**src/rtl/gcd_arbiter.sv**
```systemverilog
// Round-robin front end that time-shares one GCD engine among NReq requesters,
// with a watchdog that aborts engine runs that never report ready.
module gcd_arbiter #(
   parameter int NBits         = 8,
   parameter int NReq          = 4,
   parameter int TimeoutCycles = 64
) (
   input  logic                    clk,
   input  logic                    rst,
   input  logic [NReq-1:0]         req,
   input  logic [NReq*NBits-1:0]   x_in,
   input  logic [NReq*NBits-1:0]   y_in,
   output logic [NReq-1:0]         grant,
   output logic [NReq-1:0]         done,
   output logic [NBits-1:0]        res,
   output logic                    err,
   output logic                    busy,
   output logic [NBits-1:0]        eng_xi,
   output logic [NBits-1:0]        eng_yi,
   output logic                    eng_start,
   output logic                    eng_rst,
   input  logic [NBits-1:0]        eng_xo,
   input  logic                    eng_rdy
);

   localparam int IdxW = $clog2(NReq);
   localparam int CntW = $clog2(TimeoutCycles);

   typedef enum logic [2:0] {
      StIdle,
      StLoad,
      StStart,
      StWait,
      StRespond
   } state_t;

   state_t            state_q;
   logic [IdxW-1:0]   ptr_q;
   logic [IdxW-1:0]   winner_q;
   logic [NReq-1:0]   grant_q;
   logic [NReq-1:0]   done_q;
   logic [NBits-1:0]  res_q;
   logic [NBits-1:0]  xi_q;
   logic [NBits-1:0]  yi_q;
   logic              err_q;
   logic              busy_q;
   logic              start_q;
   logic              abort_q;
   logic [CntW-1:0]   cnt_q;

   logic              winValid_d;
   logic [IdxW-1:0]   winIdx_d;
   logic [IdxW:0]     scanIdx;
   logic [NBits-1:0]  selX_d;
   logic [NBits-1:0]  selY_d;
   logic [IdxW-1:0]   ptr_d;

   // Scan requests starting at the rotating pointer; the first hit wins.
   always_comb begin
      winValid_d = 1'b0;
      winIdx_d   = '0;
      scanIdx    = '0;
      for (int k = 0; k < NReq; k++) begin
         scanIdx = {1'b0, ptr_q} + (IdxW+1)'(k);
         if (scanIdx >= (IdxW+1)'(NReq)) begin
            scanIdx = scanIdx - (IdxW+1)'(NReq);
         end
         if (!winValid_d && req[scanIdx[IdxW-1:0]]) begin
            winValid_d = 1'b1;
            winIdx_d   = scanIdx[IdxW-1:0];
         end
      end
   end

   always_comb begin
      selX_d = '0;
      selY_d = '0;
      for (int i = 0; i < NReq; i++) begin
         if (winIdx_d == IdxW'(i)) begin
            selX_d = x_in[i*NBits +: NBits];
            selY_d = y_in[i*NBits +: NBits];
         end
      end
   end

   assign ptr_d = (int'(winner_q) == NReq-1) ? '0 : winner_q + 1'b1;

   // Single sequencer: every output except eng_rst comes straight from a register.
   always_ff @(posedge clk or posedge rst) begin
      if (rst) begin
         state_q  <= StIdle;
         ptr_q    <= '0;
         winner_q <= '0;
         grant_q  <= '0;
         done_q   <= '0;
         res_q    <= '0;
         err_q    <= 1'b0;
         busy_q   <= 1'b0;
         xi_q     <= '0;
         yi_q     <= '0;
         start_q  <= 1'b0;
         abort_q  <= 1'b0;
         cnt_q    <= '0;
      end else begin
         case (state_q)
            StIdle: begin
               if (winValid_d) begin
                  winner_q <= winIdx_d;
                  grant_q  <= {{(NReq-1){1'b0}}, 1'b1} << winIdx_d;
                  xi_q     <= selX_d;
                  yi_q     <= selY_d;
                  busy_q   <= 1'b1;
                  state_q  <= StLoad;
               end
            end
            StLoad: begin
               start_q <= 1'b1;
               state_q <= StStart;
            end
            StStart: begin
               start_q <= 1'b0;
               cnt_q   <= '0;
               state_q <= StWait;
            end
            StWait: begin
               // A real completion in the last allowed cycle still beats the watchdog.
               if (eng_rdy) begin
                  res_q   <= eng_xo;
                  err_q   <= 1'b0;
                  done_q  <= grant_q;
                  state_q <= StRespond;
               end else if (cnt_q == CntW'(TimeoutCycles-1)) begin
                  res_q   <= '0;
                  err_q   <= 1'b1;
                  abort_q <= 1'b1;
                  done_q  <= grant_q;
                  state_q <= StRespond;
               end else begin
                  cnt_q <= cnt_q + 1'b1;
               end
            end
            StRespond: begin
               grant_q <= '0;
               done_q  <= '0;
               res_q   <= '0;
               err_q   <= 1'b0;
               abort_q <= 1'b0;
               busy_q  <= 1'b0;
               xi_q    <= '0;
               yi_q    <= '0;
               ptr_q   <= ptr_d;
               state_q <= StIdle;
            end
            default: begin
               state_q <= StIdle;
            end
         endcase
      end
   end

   assign grant     = grant_q;
   assign done      = done_q;
   assign res       = res_q;
   assign err       = err_q;
   assign busy      = busy_q;
   assign eng_xi    = xi_q;
   assign eng_yi    = yi_q;
   assign eng_start = start_q;
   assign eng_rst   = rst | abort_q;

endmodule

```
**config.mk**
```make
export PLATFORM = sky130hd
export DESIGN_NAME = gcd_arbiter
export DESIGN_NICKNAME = d
export VERILOG_FILES = /design/src/rtl/gcd_arbiter.sv
export SDC_FILE = /design/constraint.sdc
export NUM_CORES = 1
export LEC_CHECK = 0
export ABC_AREA = 0
export CAP_MARGIN = 20
export CORE_MARGIN = 3
export CORE_UTILIZATION = 42
export CTS_CLUSTER_DIAMETER = 150
export DETAILED_ROUTE_END_ITERATION = 10
export PLACE_DENSITY = 0.83
export SLEW_MARGIN = 10
export SYNTH_ARGS = -nofsm -noshare
export SYNTH_HDL_FRONTEND = slang
export SYNTH_SLANG_ARGS = --single-unit
```
**constraint.sdc**
```tcl
create_clock -name clk -period 2.65 [get_ports clk]
set_clock_uncertainty 0.15 [all_clocks]
set_input_delay 0.795 -clock clk [delete_from_list [all_inputs] [get_ports clk]]
set_output_delay 0.795 -clock clk [all_outputs]
set_load 0.02 [all_outputs]
```
==> results of run 1 <==
synth_stat cells (2+ instances only):
cell type | instances | area, µm²
sky130_fd_sc_hd__a21oi_1 | 7 | 35.03
sky130_fd_sc_hd__a22o_1 | 9 | 78.83
sky130_fd_sc_hd__a22oi_1 | 2 | 15.01
sky130_fd_sc_hd__a32o_1 | 15 | 150.1
sky130_fd_sc_hd__and2_1 | 3 | 18.77
sky130_fd_sc_hd__and3_1 | 2 | 12.51
sky130_fd_sc_hd__buf_2 | 5 | 25.02
sky130_fd_sc_hd__clkbuf_1 | 9 | 33.78
sky130_fd_sc_hd__dfrtp_1 | 49 | 1226
sky130_fd_sc_hd__ha_1 | 2 | 25.02
sky130_fd_sc_hd__inv_1 | 5 | 18.77
sky130_fd_sc_hd__mux2_2 | 2 | 22.52
sky130_fd_sc_hd__nand2_1 | 30 | 112.6
sky130_fd_sc_hd__nand2b_1 | 5 | 31.28
sky130_fd_sc_hd__nand3_1 | 28 | 140.1
sky130_fd_sc_hd__nand3_2 | 4 | 40.04
sky130_fd_sc_hd__nor2_1 | 16 | 60.06
sky130_fd_sc_hd__nor2b_1 | 3 | 18.77
sky130_fd_sc_hd__nor3_1 | 3 | 15.01
sky130_fd_sc_hd__o21a_1 | 2 | 15.01
sky130_fd_sc_hd__o21ai_0 | 27 | 135.1
sky130_fd_sc_hd__o221ai_1 | 3 | 26.28
sky130_fd_sc_hd__o22a_1 | 14 | 122.6
sky130_fd_sc_hd__or3_1 | 2 | 12.51
sky130_fd_sc_hd__xor2_1 | 3 | 26.28
cells by family (layout without fill, tap and decap cells):
| kind of cell | after synthesis | in the layout | share of synthesized area [%] |
|---|---|---|---|
| flip-flops | 49 | 49 | 47.30 |
| AND/OR/NAND/NOR | 104 | 104 | 20.42 |
| buffers and inverters | 20 | 157 | 3.426 |
| AO/OA/AOI/OAI | 87 | 87 | 25.63 |
| multiplexers | 3 | 3 | 1.255 |
| XOR/XNOR | 3 | 3 | 1.014 |
| adder cells (fa/ha/maj) | 2 | 2 | 0.9651 |
layout make-up:
| class | instances | area [µm²] | share of cell area, % |
|---|---|---|---|
| Sequential cell | 49 | 1226 | 29.87 |
| Multi-Input combinational cell | 199 | 1289 | 31.39 |
| Clock buffer | 5 | 68.82 | 1.676 |
| Tap cell | 72 | 90.09 | 2.194 |
| Timing Repair Buffer | 144 | 1386 | 33.77 |
| Clock inverter | 3 | 26.28 | 0.6400 |
| Inverter | 5 | 18.77 | 0.4572 |
through the flow:
step                      power (µW)  cells
final                           3969    477
after global routing            4218    477
after CTS                       3981    477
after global placement          3433    469
after detailed placement        3501    469
after floorplan                 2490    268
worst paths after layout:
path	from	end	slack (ns)	depth (start not counted)
worst max-delay path	rst	eng_rst	0.06	3
worst min-delay path	winner_q[1]$_DFFE_PP0P_	winner_q[1]$_DFFE_PP0P_	0.34	2
worst max register to register	state_q[0]$_DFFE_PP0P_	eng_yi[7]$_DFFE_PP0P_	0.53	5
worst min register to register	winner_q[1]$_DFFE_PP0P_	winner_q[1]$_DFFE_PP0P_	0.34	2
max in group asynchronous	rst	done[1]$_DFFE_PP0P_	1.21	4
min in group asynchronous	rst	res[3]$_DFFE_PP0P_	0.68	3
registers in the layout, summed over array words and instances, names as in the netlist:
name       cells
res            8
ptr_q          2
err            1
eng_xi         8
done           4
abort_q        1
grant          4
eng_start      1
busy           1
winner_q       2
cnt_q          6
eng_yi         8
state_q        3
where the power goes:
| group | switching (µW) | total (µW) | internal [µW] |
|---|---|---|---|
| Sequential | 244 | 1290 | 1050 |
| Clock | 277 | 469 | 192 |
| Combinational | 1120 | 2210 | 1090 |
routing by layer:
layer,share of wire [%],up-vias,wire (µm)
li1,-,1278,-
met1,40,1272,3120
met2,50,107,3850
met3,9.0,8,701
met4,1.2,0,92
met5,0,-,0
tightest hold or removal path, cell delays in order (launching register included):
cell	delay, ns
sky130_fd_sc_hd__dfrtp_1	0.36
sky130_fd_sc_hd__nand2_1	0.05
sky130_fd_sc_hd__o21ai_0	0.06
what timing repair did:
item / CTS / global route
cloned: 0 / 0
endpoints found under the setup margin: 2 / 2
gates resized for setup: 5 / 2
cells in the final DEF (no fill, tap or decap), types with 3 or more instances in the layout:
cell and instances:
sky130_fd_sc_hd__xor2_1 3, sky130_fd_sc_hd__buf_4 28, sky130_fd_sc_hd__o221ai_1 3, sky130_fd_sc_hd__nand2b_1 5
sky130_fd_sc_hd__a22o_1 9, sky130_fd_sc_hd__dfrtp_1 49, sky130_fd_sc_hd__clkbuf_8 5, sky130_fd_sc_hd__inv_1 4
sky130_fd_sc_hd__nand3_1 28, sky130_fd_sc_hd__clkdlybuf4s50_1 113, sky130_fd_sc_hd__nand3_2 4, sky130_fd_sc_hd__o22a_1 14
sky130_fd_sc_hd__a21oi_1 7, sky130_fd_sc_hd__nand2_1 30, sky130_fd_sc_hd__a32o_1 15, sky130_fd_sc_hd__and2_1 3
sky130_fd_sc_hd__nor2_1 16, sky130_fd_sc_hd__o21ai_0 25, sky130_fd_sc_hd__nor2b_1 3
==> metrics.log, run 1 <==
INFO  metric placedInstanceArea = 4009 µm²
INFO  metric post-route-period-util = 97.63%
INFO  metric layout.cell_area.non_filler = 4105 µm²
INFO  metric htree_num_levels = 2
INFO  metric grt_pass1_wl = 13.01 mm
INFO  metric worstPathBufferInverterCount = 2
INFO  metric power.static_leakage = 0.001737 µW
INFO  metric grt_util_all_layers = 22.29%
INFO  metric fin_util = 71.48%
INFO  metric floorplan.io_pins = 115
INFO  metric critical_path.startpoint_type = input pin
INFO  metric placementRows = 27
INFO  metric clkTransAtPathRegs = 0.10 ns
INFO  metric drtAntennaViolNets = 0
INFO  metric fin_ws = 0.06270 ns
INFO  metric crit_path_top_delay_cell = sky130_fd_sc_hd__clkdlybuf4s50_1
INFO  metric start_util = 45.14%
INFO  metric power.density = 966.9 nW/µm²
INFO  metric detailedRoute.firstPassIterationCount = 4
INFO  metric final_setup_vio_count = 0
INFO  metric cts_root_buf = sky130_fd_sc_hd__clkbuf_8
INFO  metric cts_tree = yes
INFO  metric crit_type = in -> out
INFO  metric gr_util_met3 = 7.655%
INFO  metric syn-cell-area = 2592 µm²
INFO  metric globalRoute.busiestLayer = met2
INFO  metric synth_seq_cells = 49
INFO  metric die_area = 7151 µm²
INFO  metric hold_slack = 0.3437 ns
INFO  metric timing_worst_slew_pin_value = 0.6820 ns
INFO  metric number_of_synthesized_flops_with_an_enable_pin = 0
INFO  metric drt-initial-drc-count = 105
INFO  metric finalMaxSlewViolations = 0
INFO  metric cts.hold.buffers_added = 0
INFO  metric synth.distinct_cells = 43
INFO  metric detail_route.wl_per_cell = 16.28 µm
INFO  metric grt_antenna_before_repair = 0
INFO  metric die_h = 84.57 µm
INFO  metric num-fill-cells = 438
INFO  metric tritoncts.num_buffers = 5
INFO  metric worst_hold_path_type = reg -> reg
INFO  metric crit_path_cell_trace = clkdlybuf4s50_1 > or2_2 > buf_2
INFO  metric gr-usage-met1 = 26.23%
INFO  metric synth_warnings = 0
INFO  metric maxSlewHeadroom = 54.38%
INFO  metric synthArstFlopShare = 100.0%
INFO  metric synthesis.area_per_instance = 9.673 µm²
INFO  metric vias_per_cell = 5.587
INFO  metric rsz0062_at_grt = false
INFO  metric crit_fanout = 2
INFO  metric grt_start_max_net_pins = 42
INFO  metric dp_worst_setup_slack = -0.3720 ns
INFO  metric drc = 0
INFO  metric route.vias.total = 2665
INFO  metric layout.nets = 485
INFO  metric synth_seq_area_share = 47.30%
INFO  metric clkSinkCount = 49
INFO  metric slowest_delay = 0.42 ns
INFO  metric finalWeightedCongestion = 0.9020
INFO  metric arrival_time_reported_for_the_critical_path_endpoint = 1.64 ns
INFO  metric setup_fix_buffers_added_after_clock_tree_synthesis = 0
INFO  metric setup-tns-final = 0 ns
INFO  metric critPathCaptureType = primary output
INFO  metric vdd_ir_drop_max = 0.5710 mV
INFO  metric drive_gt1_share = 12.84%
INFO  metric grt_overflow = 0
INFO  metric synthFlopType = sky130_fd_sc_hd__dfrtp_1
INFO  metric cts_buffer_depth = 2
INFO  metric final-hold-violation-count = 0
INFO  metric via_count_of_the_first_global_routing_pass = 2764
INFO  metric period_minus_slack = 2.587 ns
INFO  metric finalWirelength = 7.765 mm
INFO  metric area_growth = 58.35%
INFO  metric fp.dieW = 84.57 µm
INFO  metric clock_latency_of_the_later_clocked_register_in_the_worst_skew_pair = 0.31 ns
INFO  metric timing.critical_path.required = 1.71 ns
INFO  metric portBuffers = 114
INFO  metric syn-instance-count = 268
INFO  metric run_status = completed
INFO  metric cpLargestDelayFamily = buffers and inverters
INFO  metric syn-num-nets = 349
INFO  metric timing.fmax = 386.5 MHz
INFO  metric detailedPlacementHpwl = 6.010 mm
INFO  metric core_area = 5743 µm²
INFO  metric groute.layer.met2.usage = 38.29%
INFO  metric cap_violations = 0
INFO  metric antenna-diode-count = 0
Power figures use the tool's default switching activity.
==> run 2: changes to the inputs <==
--- a/config.mk
+++ b/config.mk
@@ -12,6 +12,7 @@
 export CTS_CLUSTER_DIAMETER = 150
 export DETAILED_ROUTE_END_ITERATION = 10
 export PLACE_DENSITY = 0.83
+export SETUP_SLACK_MARGIN = 0.4
 export SLEW_MARGIN = 10
 export SYNTH_ARGS = -nofsm -noshare
 export SYNTH_HDL_FRONTEND = slang
==> run 2 against run 1 <==
Final cell count increased by 0.84%. Power increased by 3.0%. Largest cell class unchanged. Clock power barely moved. Design area grew 4.6%. Register-to-register slack better by 0.06 ns. Wire length grew 12%. Maximum frequency increased by 15%. Worst setup slack better by 0.35 ns. Via count increased by 3.0%. Worst hold slack lost 0.0027 ns.
==> metrics.log, run 2 (synthesized netlist as in run 1, its figures left out) <==
INFO  metric run_status = completed
INFO  metric hold_path_depth = 1
INFO  metric design_power_total = 4087 µW
INFO  metric fin_ws = 0.4089 ns
INFO  metric grt_util_all_layers = 23.80%
INFO  metric detail_route.wl_per_cell = 18.08 µm
INFO  metric layout.cells.most_common_list = 81 x sky130_fd_sc_hd__clkdlybuf4s50_1, 49 x sky130_fd_sc_hd__dfrtp_1, 29 x sky130_fd_sc_hd__nand2_1
INFO  metric grt_antenna_before_repair = 0
INFO  metric crit_fanout = 10
INFO  metric cts_root_buf = sky130_fd_sc_hd__clkbuf_8
INFO  metric drt-initial-drc-count = 131
INFO  metric finalWeightedCongestion = 0.8121
INFO  metric placementRows = 27
INFO  metric num-fill-cells = 405
INFO  metric rr_endpoint = cnt_q[5]$_DFFE_PP0P_
INFO  metric critPathCaptureType = flip-flop
INFO  metric crit_type = in -> reg
INFO  metric detailedRoute.firstPassIterationCount = 5
INFO  metric die_area = 7151 µm²
INFO  metric drtAntennaViolNets = 0
INFO  metric vdd_ir_drop_max = 0.5764 mV
INFO  metric detailedPlacementHpwl = 6.071 mm
INFO  metric maxSlewHeadroom = 68.97%
INFO  metric final_common_cell = sky130_fd_sc_hd__clkdlybuf4s50_1
INFO  metric via_count_of_the_first_global_routing_pass = 2865
INFO  metric finalWirelength = 8.695 mm
INFO  metric grt_overflow = 0
INFO  metric timing.hold.worst.start = winner_q[0]$_DFFE_PP0P_
INFO  metric multiInputGateArea = 1368 µm²
INFO  metric worst_hold_path_type = reg -> reg
INFO  metric dp_worst_setup_slack = -0.3260 ns
INFO  metric start_util = 45.14%
INFO  metric cts_buffer_depth = 2
INFO  metric timing_worst_slew_pin_value = 0.4655 ns
INFO  metric final-hold-violation-count = 0
INFO  metric clock_latency_of_the_later_clocked_register_in_the_worst_skew_pair = 0.30 ns
INFO  metric clkTransAtPathRegs = 0.10 ns
INFO  metric antenna-diode-count = 0
INFO  metric final_setup_vio_count = 0
INFO  metric post-route-period-util = 84.57%
INFO  metric route.vias.total = 2745
INFO  metric cts_tree = yes
INFO  metric layout.nets = 489
INFO  metric grt_pass1_wl = 13.90 mm
INFO  metric critical_path.startpoint_type = input pin
INFO  metric fp.dieW = 84.57 µm
INFO  metric core_area = 5743 µm²
INFO  metric drc = 0
INFO  metric power.static_leakage = 0.002094 µW
INFO  metric layout.cell_area.non_filler = 4294 µm²
INFO  metric startpoint_of_the_most_critical_register_to_register_path = state_q[2]$_DFFE_PP0P_
INFO  metric vias_per_cell = 5.707
INFO  metric ff_latch_area = 1226 µm²
INFO  metric grt_start_max_net_pins = 50
INFO  metric cap_violations = 0
INFO  metric hold_path_end = ptr_q[0]$_DFFE_PP0P_
INFO  metric timing.fmax = 446.2 MHz
INFO  metric tritoncts.num_buffers = 5
INFO  metric rsz0062_at_grt = true
INFO  metric clkSinkCount = 49
INFO  metric ff2ff_setup_slack = 0.59 ns
INFO  metric die_h = 84.57 µm
INFO  metric htree_num_levels = 2
INFO  metric timing.critical_path.required = 2.75 ns
INFO  metric placedInstanceArea = 4049 µm²
INFO  metric finalMaxSlewViolations = 0
INFO  metric portBuffers = 114
INFO  metric power.density = 951.7 nW/µm²
INFO  metric reg2reg_depth = 5
INFO  metric floorplan.io_pins = 115
INFO  metric period_minus_slack = 2.241 ns
INFO  metric area_growth = 65.64%
INFO  metric arrival_time_reported_for_the_critical_path_endpoint = 2.34 ns
INFO  metric drive_gt1_share = 18.34%
-- run 2: critical path, cell delays in order --
cell                            delay (ns)
sky130_fd_sc_hd__dlygate4sd2_1        0.25
sky130_fd_sc_hd__nor2b_4              0.13
sky130_fd_sc_hd__buf_4                0.14
sky130_fd_sc_hd__nor4_4               0.38
sky130_fd_sc_hd__buf_4                0.27
sky130_fd_sc_hd__o21ai_1              0.10
sky130_fd_sc_hd__nand3_1              0.09
sky130_fd_sc_hd__a32o_1               0.17
-- run 2: cell type report --
| cell class | count | share of cell area, % |
|---|---|---|
| sequential | 49 | 28.55 |
| timing repair buffer | 148 | 34.82 |
| inverter | 5 | 0.4371 |
| tap | 72 | 2.098 |
| clock buffer | 6 | 1.923 |
| multi-input combinational | 199 | 31.85 |
| clock inverter | 2 | 0.3205 |
-- run 2: worst max-delay path by stage --
stage,start,end,slack (ns),depth (start not counted)
5_1_grt,req[0],eng_yi[0]$_DFFE_PP0P_,0.37,8
4_1_cts,rst,eng_rst,0.31,3
3_5_place_dp,rst,eng_rst,-0.33,3
3_3_place_gp,rst,eng_rst,-0.31,3
6_report,req[2],eng_yi[6]$_DFFE_PP0P_,0.41,8
2_1_floorplan,req[0],eng_xi[0]$_DFFE_PP0P_,0.31,7
-- run 2: repair_timing --
action                     4_1_cts  5_1_grt
hold buffers                     0        0
gates resized for setup         30       54
setup buffers                    0        2
pin swaps                        5        9
setup endpoints to repair       31       36
cloned                           1        0
-- run 2: metal layers --
metal / GRT usage (%) / wire length (µm) / vias to the layer above / share of wire (%)
met3: 2.650 / 377 / 20 / 4.3
met5: 0 / 0 / - / 0
met2: 40.43 / 4515 / 86 / 52
met1: 30.86 / 3558 / 1349 / 41
met4: 9.640 / 244 / 0 / 2.8
li1: - / - / 1290 / -
-- run 2: power breakdown --
| group | internal (µW) | switching, µW | leakage, µW |
|---|---|---|---|
| combinational | 1140 | 1190 | 0.00142 |
| clock | 212 | 256 | 0.0000512 |
| sequential | 1050 | 241 | 0.000621 |
| total | 2400 | 1690 | 0.00209 |
-- run 2: metrics by stage --
stage	util (%)	TNS [ns]	hold slack (ns)	instances
6_report	74.77	0	0.3410	481
4_1_cts	72.68	0	0.3426	479
3_3_place_gp	70.50	-1.677	0.3140	470
5_1_grt	74.77	0	0.3582	481
3_5_place_dp	70.50	-2.195	0.3200	470
2_1_floorplan	-	0	0.3038	268
==> run 3: changes to the inputs <==
==> constraint.sdc (replaced) <==
create_clock -name clk -period 2.3 [get_ports clk]
set_clock_uncertainty 0.15 [all_clocks]
set_input_delay 0.69 -clock clk [delete_from_list [all_inputs] [get_ports clk]]
set_output_delay 0.69 -clock clk [all_outputs]
set_load 0.02 [all_outputs]
==> run 3 against run 2 <==
Flip-flop and latch count did not move. Die area did not move. Wire length rose by 41%. Power rose by 33%. Clock-buffer cell count rose by 1. Sequential power rose by 16%. Utilization rose by 8.8 points. Worst hold slack improved by 0.014 ns. First-iteration DRC count rose by 98%. Clock power rose by 13%. Register-to-register slack got worse by 0.29 ns. Global-route usage rose by 4.6 points.
==> metrics.log, run 3 (synthesized netlist as in run 1, its figures left out) <==
INFO  metric critical_path.startpoint_type = input pin
INFO  metric grt_start_max_net_pins = 50
INFO  metric layout.nets = 507
INFO  metric vias_per_cell = 6.240
INFO  metric critPathCaptureType = flip-flop
INFO  metric worst_hold_path_type = reg -> reg
INFO  metric gr-usage-met1 = 34.83%
INFO  metric period_minus_slack = 2.017 ns
INFO  metric fp.dieW = 84.57 µm
INFO  metric startpoint_of_the_most_critical_register_to_register_path = ptr_q[0]$_DFFE_PP0P_
INFO  metric die_h = 84.57 µm
INFO  metric globalRoute.busiestLayer = met2
INFO  metric final-hold-violation-count = 0
INFO  metric timing_worst_slew_pin_value = 0.4618 ns
INFO  metric run_status = completed
INFO  metric ff2ff_setup_slack = 0.30 ns
INFO  metric cts_root_buf = sky130_fd_sc_hd__clkbuf_8
INFO  metric grt_util_all_layers = 28.43%
INFO  metric detailedRoute.firstPassIterationCount = 5
INFO  metric finalWirelength = 12.25 mm
INFO  metric die_area = 7151 µm²
INFO  metric finalMaxSlewViolations = 0
INFO  metric drt-initial-drc-count = 260
INFO  metric hold_path_depth = 1
INFO  metric cts_tree = yes
INFO  metric htree_num_levels = 2
INFO  metric portBuffers = 114
INFO  metric vdd_ir_drop_max = 0.7393 mV
INFO  metric crit_type = in -> reg
INFO  metric cts_buffer_depth = 2
INFO  metric placementRows = 27
INFO  metric clkTransAtPathRegs = 0.10 ns
INFO  metric timing.critical_path.required = 2.36 ns
INFO  metric groute.layer.met2.usage = 48.61%
INFO  metric start_util = 45.14%
INFO  metric reg2reg_depth = 8
INFO  metric drive_gt1_share = 34.43%
INFO  metric layout.cells.most_common_list = 72 x sky130_fd_sc_hd__clkdlybuf4s50_1, 45 x sky130_fd_sc_hd__dfrtp_1, 31 x sky130_fd_sc_hd__buf_4
INFO  metric drc = 0
INFO  metric path_common_cell = sky130_fd_sc_hd__buf_6
INFO  metric dpl.cell_count = 471
INFO  metric grt_pass1_wl = 16.17 mm
INFO  metric final_common_cell = sky130_fd_sc_hd__clkdlybuf4s50_1
INFO  metric detailedPlacementHpwl = 6.307 mm
INFO  metric grt_overflow = 0
INFO  metric drtAntennaViolNets = 0
INFO  metric cap_violations = 0
INFO  metric floorplan.io_pins = 115
INFO  metric maxSlewHeadroom = 69.14%
INFO  metric beginning_of_the_critical_path = req[3]
INFO  metric timing.fmax = 495.8 MHz
INFO  metric tritoncts.num_buffers = 5
INFO  metric power.density = 1129 nW/µm²
INFO  metric setup.worst_path.end = eng_xi[5]$_DFFE_PP0P_
INFO  metric clkSinkCount = 49
INFO  metric grt_antenna_before_repair = 0
INFO  metric antenna-diode-count = 0
INFO  metric final_setup_vio_count = 0
INFO  metric post-route-period-util = 87.69%
INFO  metric crit_path_cell_trace = buf_6 > buf_6 > nand2b_4 > and4b_4 > buf_4 > o21ai_1 > nand3_2 > a32o_1
INFO  metric gr_util_met3 = 4.907%
INFO  metric area_growth = 85.09%
INFO  metric crit_fanout = 5
INFO  metric via_count_of_the_first_global_routing_pass = 3089
INFO  metric power.static_leakage = 0.002099 µW
INFO  metric layout.cells.non_filler = 499
INFO  metric clock_latency_of_the_later_clocked_register_in_the_worst_skew_pair = 0.31 ns
INFO  metric finalWeightedCongestion = 0.8376
INFO  metric route.vias.total = 3114
INFO  metric arrival_time_reported_for_the_critical_path_endpoint = 2.08 ns
INFO  metric slowest_delay = 0.26 ns
INFO  metric rsz0062_at_grt = true
INFO  metric core_area = 5743 µm²
INFO  metric detail_route.wl_per_cell = 24.56 µm
INFO  metric setup-tns-final = 0 ns
INFO  metric crit_path_top_delay_cell = sky130_fd_sc_hd__a32o_1
INFO  metric rr_endpoint = eng_xi[5]$_DFFE_PP0P_
run 3: changes by cell type in the layout (fill, tap and decap cells not counted), sizes merged:
cell and change:
dlygate4sd2 +13, dlymetal6s2s -19, clkbuf +5, clkdlybuf4s50 -9, clkdlybuf4s15 +9, clkinvlp +2, inv -1, buf +20
clkinv -2
run 3: metal layers:
layer	part of all wire [%]	routed length, µm
met1	37	4555
met2	51	6271
met3	5.8	715
met4	5.8	711
met5	0	0
run 3: stage by stage:
stage,util [%],area (µm²),worst slack (ns),hold WS [ns],power [µW]
after detailed placement,70.70,4060,-0.7210,0.3304,4118
after global placement,70.70,4060,-0.6063,0.3110,4028
final,83.55,4798,0.2831,0.3554,5416
after CTS,77.32,4441,0.1787,0.3455,4745
after global routing,83.55,4798,0.2359,0.3609,5649
after floorplan,-,2618,0.06810,0.3038,2883
run 3: how the worst min path moves through the flow:
stage	startpoint	endpoint	slack, ns
2_1_floorplan	winner_q[1]$_DFFE_PP0P_	winner_q[1]$_DFFE_PP0P_	0.30
5_1_grt	res[0]$_DFFE_PP0P_	res[0]$_DFFE_PP0P_	0.36
3_3_place_gp	busy$_DFFE_PP0P_	busy$_DFFE_PP0P_	0.31
6_report	eng_xi[6]$_DFFE_PP0P_	eng_xi[6]$_DFFE_PP0P_	0.36
4_1_cts	eng_xi[2]$_DFFE_PP0P_	eng_xi[2]$_DFFE_PP0P_	0.35
3_5_place_dp	eng_xi[2]$_DFFE_PP0P_	eng_xi[2]$_DFFE_PP0P_	0.33
run 3: critical path: cells and delay by family:
kind / cells / cell delay [ns]
simple gates: 3 / 0.48
compound gates: 2 / 0.50
buf+inv: 3 / 0.41
run 3: timing repair:
item | CTS | global route
hold buffers | 0 | 0
endpoints found under the hold margin | 0 | 0
gates cloned | 2 | 4
resized for setup | 149 | 71
pin swaps | 36 | 29
endpoints found under the setup margin | 70 | 54
buffers inserted | 3 | 11
run 3: report_power, final:
| part | total (µW) | internal [µW] | leakage (µW) | switching, µW |
|---|---|---|---|---|
| Combinational | 3390 | 1540 | 0.00144 | 1850 |
| Clock | 527 | 216 | 0.0000385 | 311 |
| Sequential | 1500 | 1220 | 0.000616 | 284 |
| Total | 5420 | 2980 | 0.00210 | 2440 |
run 3: final cells by class:
cell class,count,area (µm²)
clock buffer,7,76.32
clock inverter,1,7.507
inverter,5,22.52
fill,310,944.7
multi-input combinational,199,1705
sequential,49,1231
timing repair buffer,166,1665
tap,72,90.09
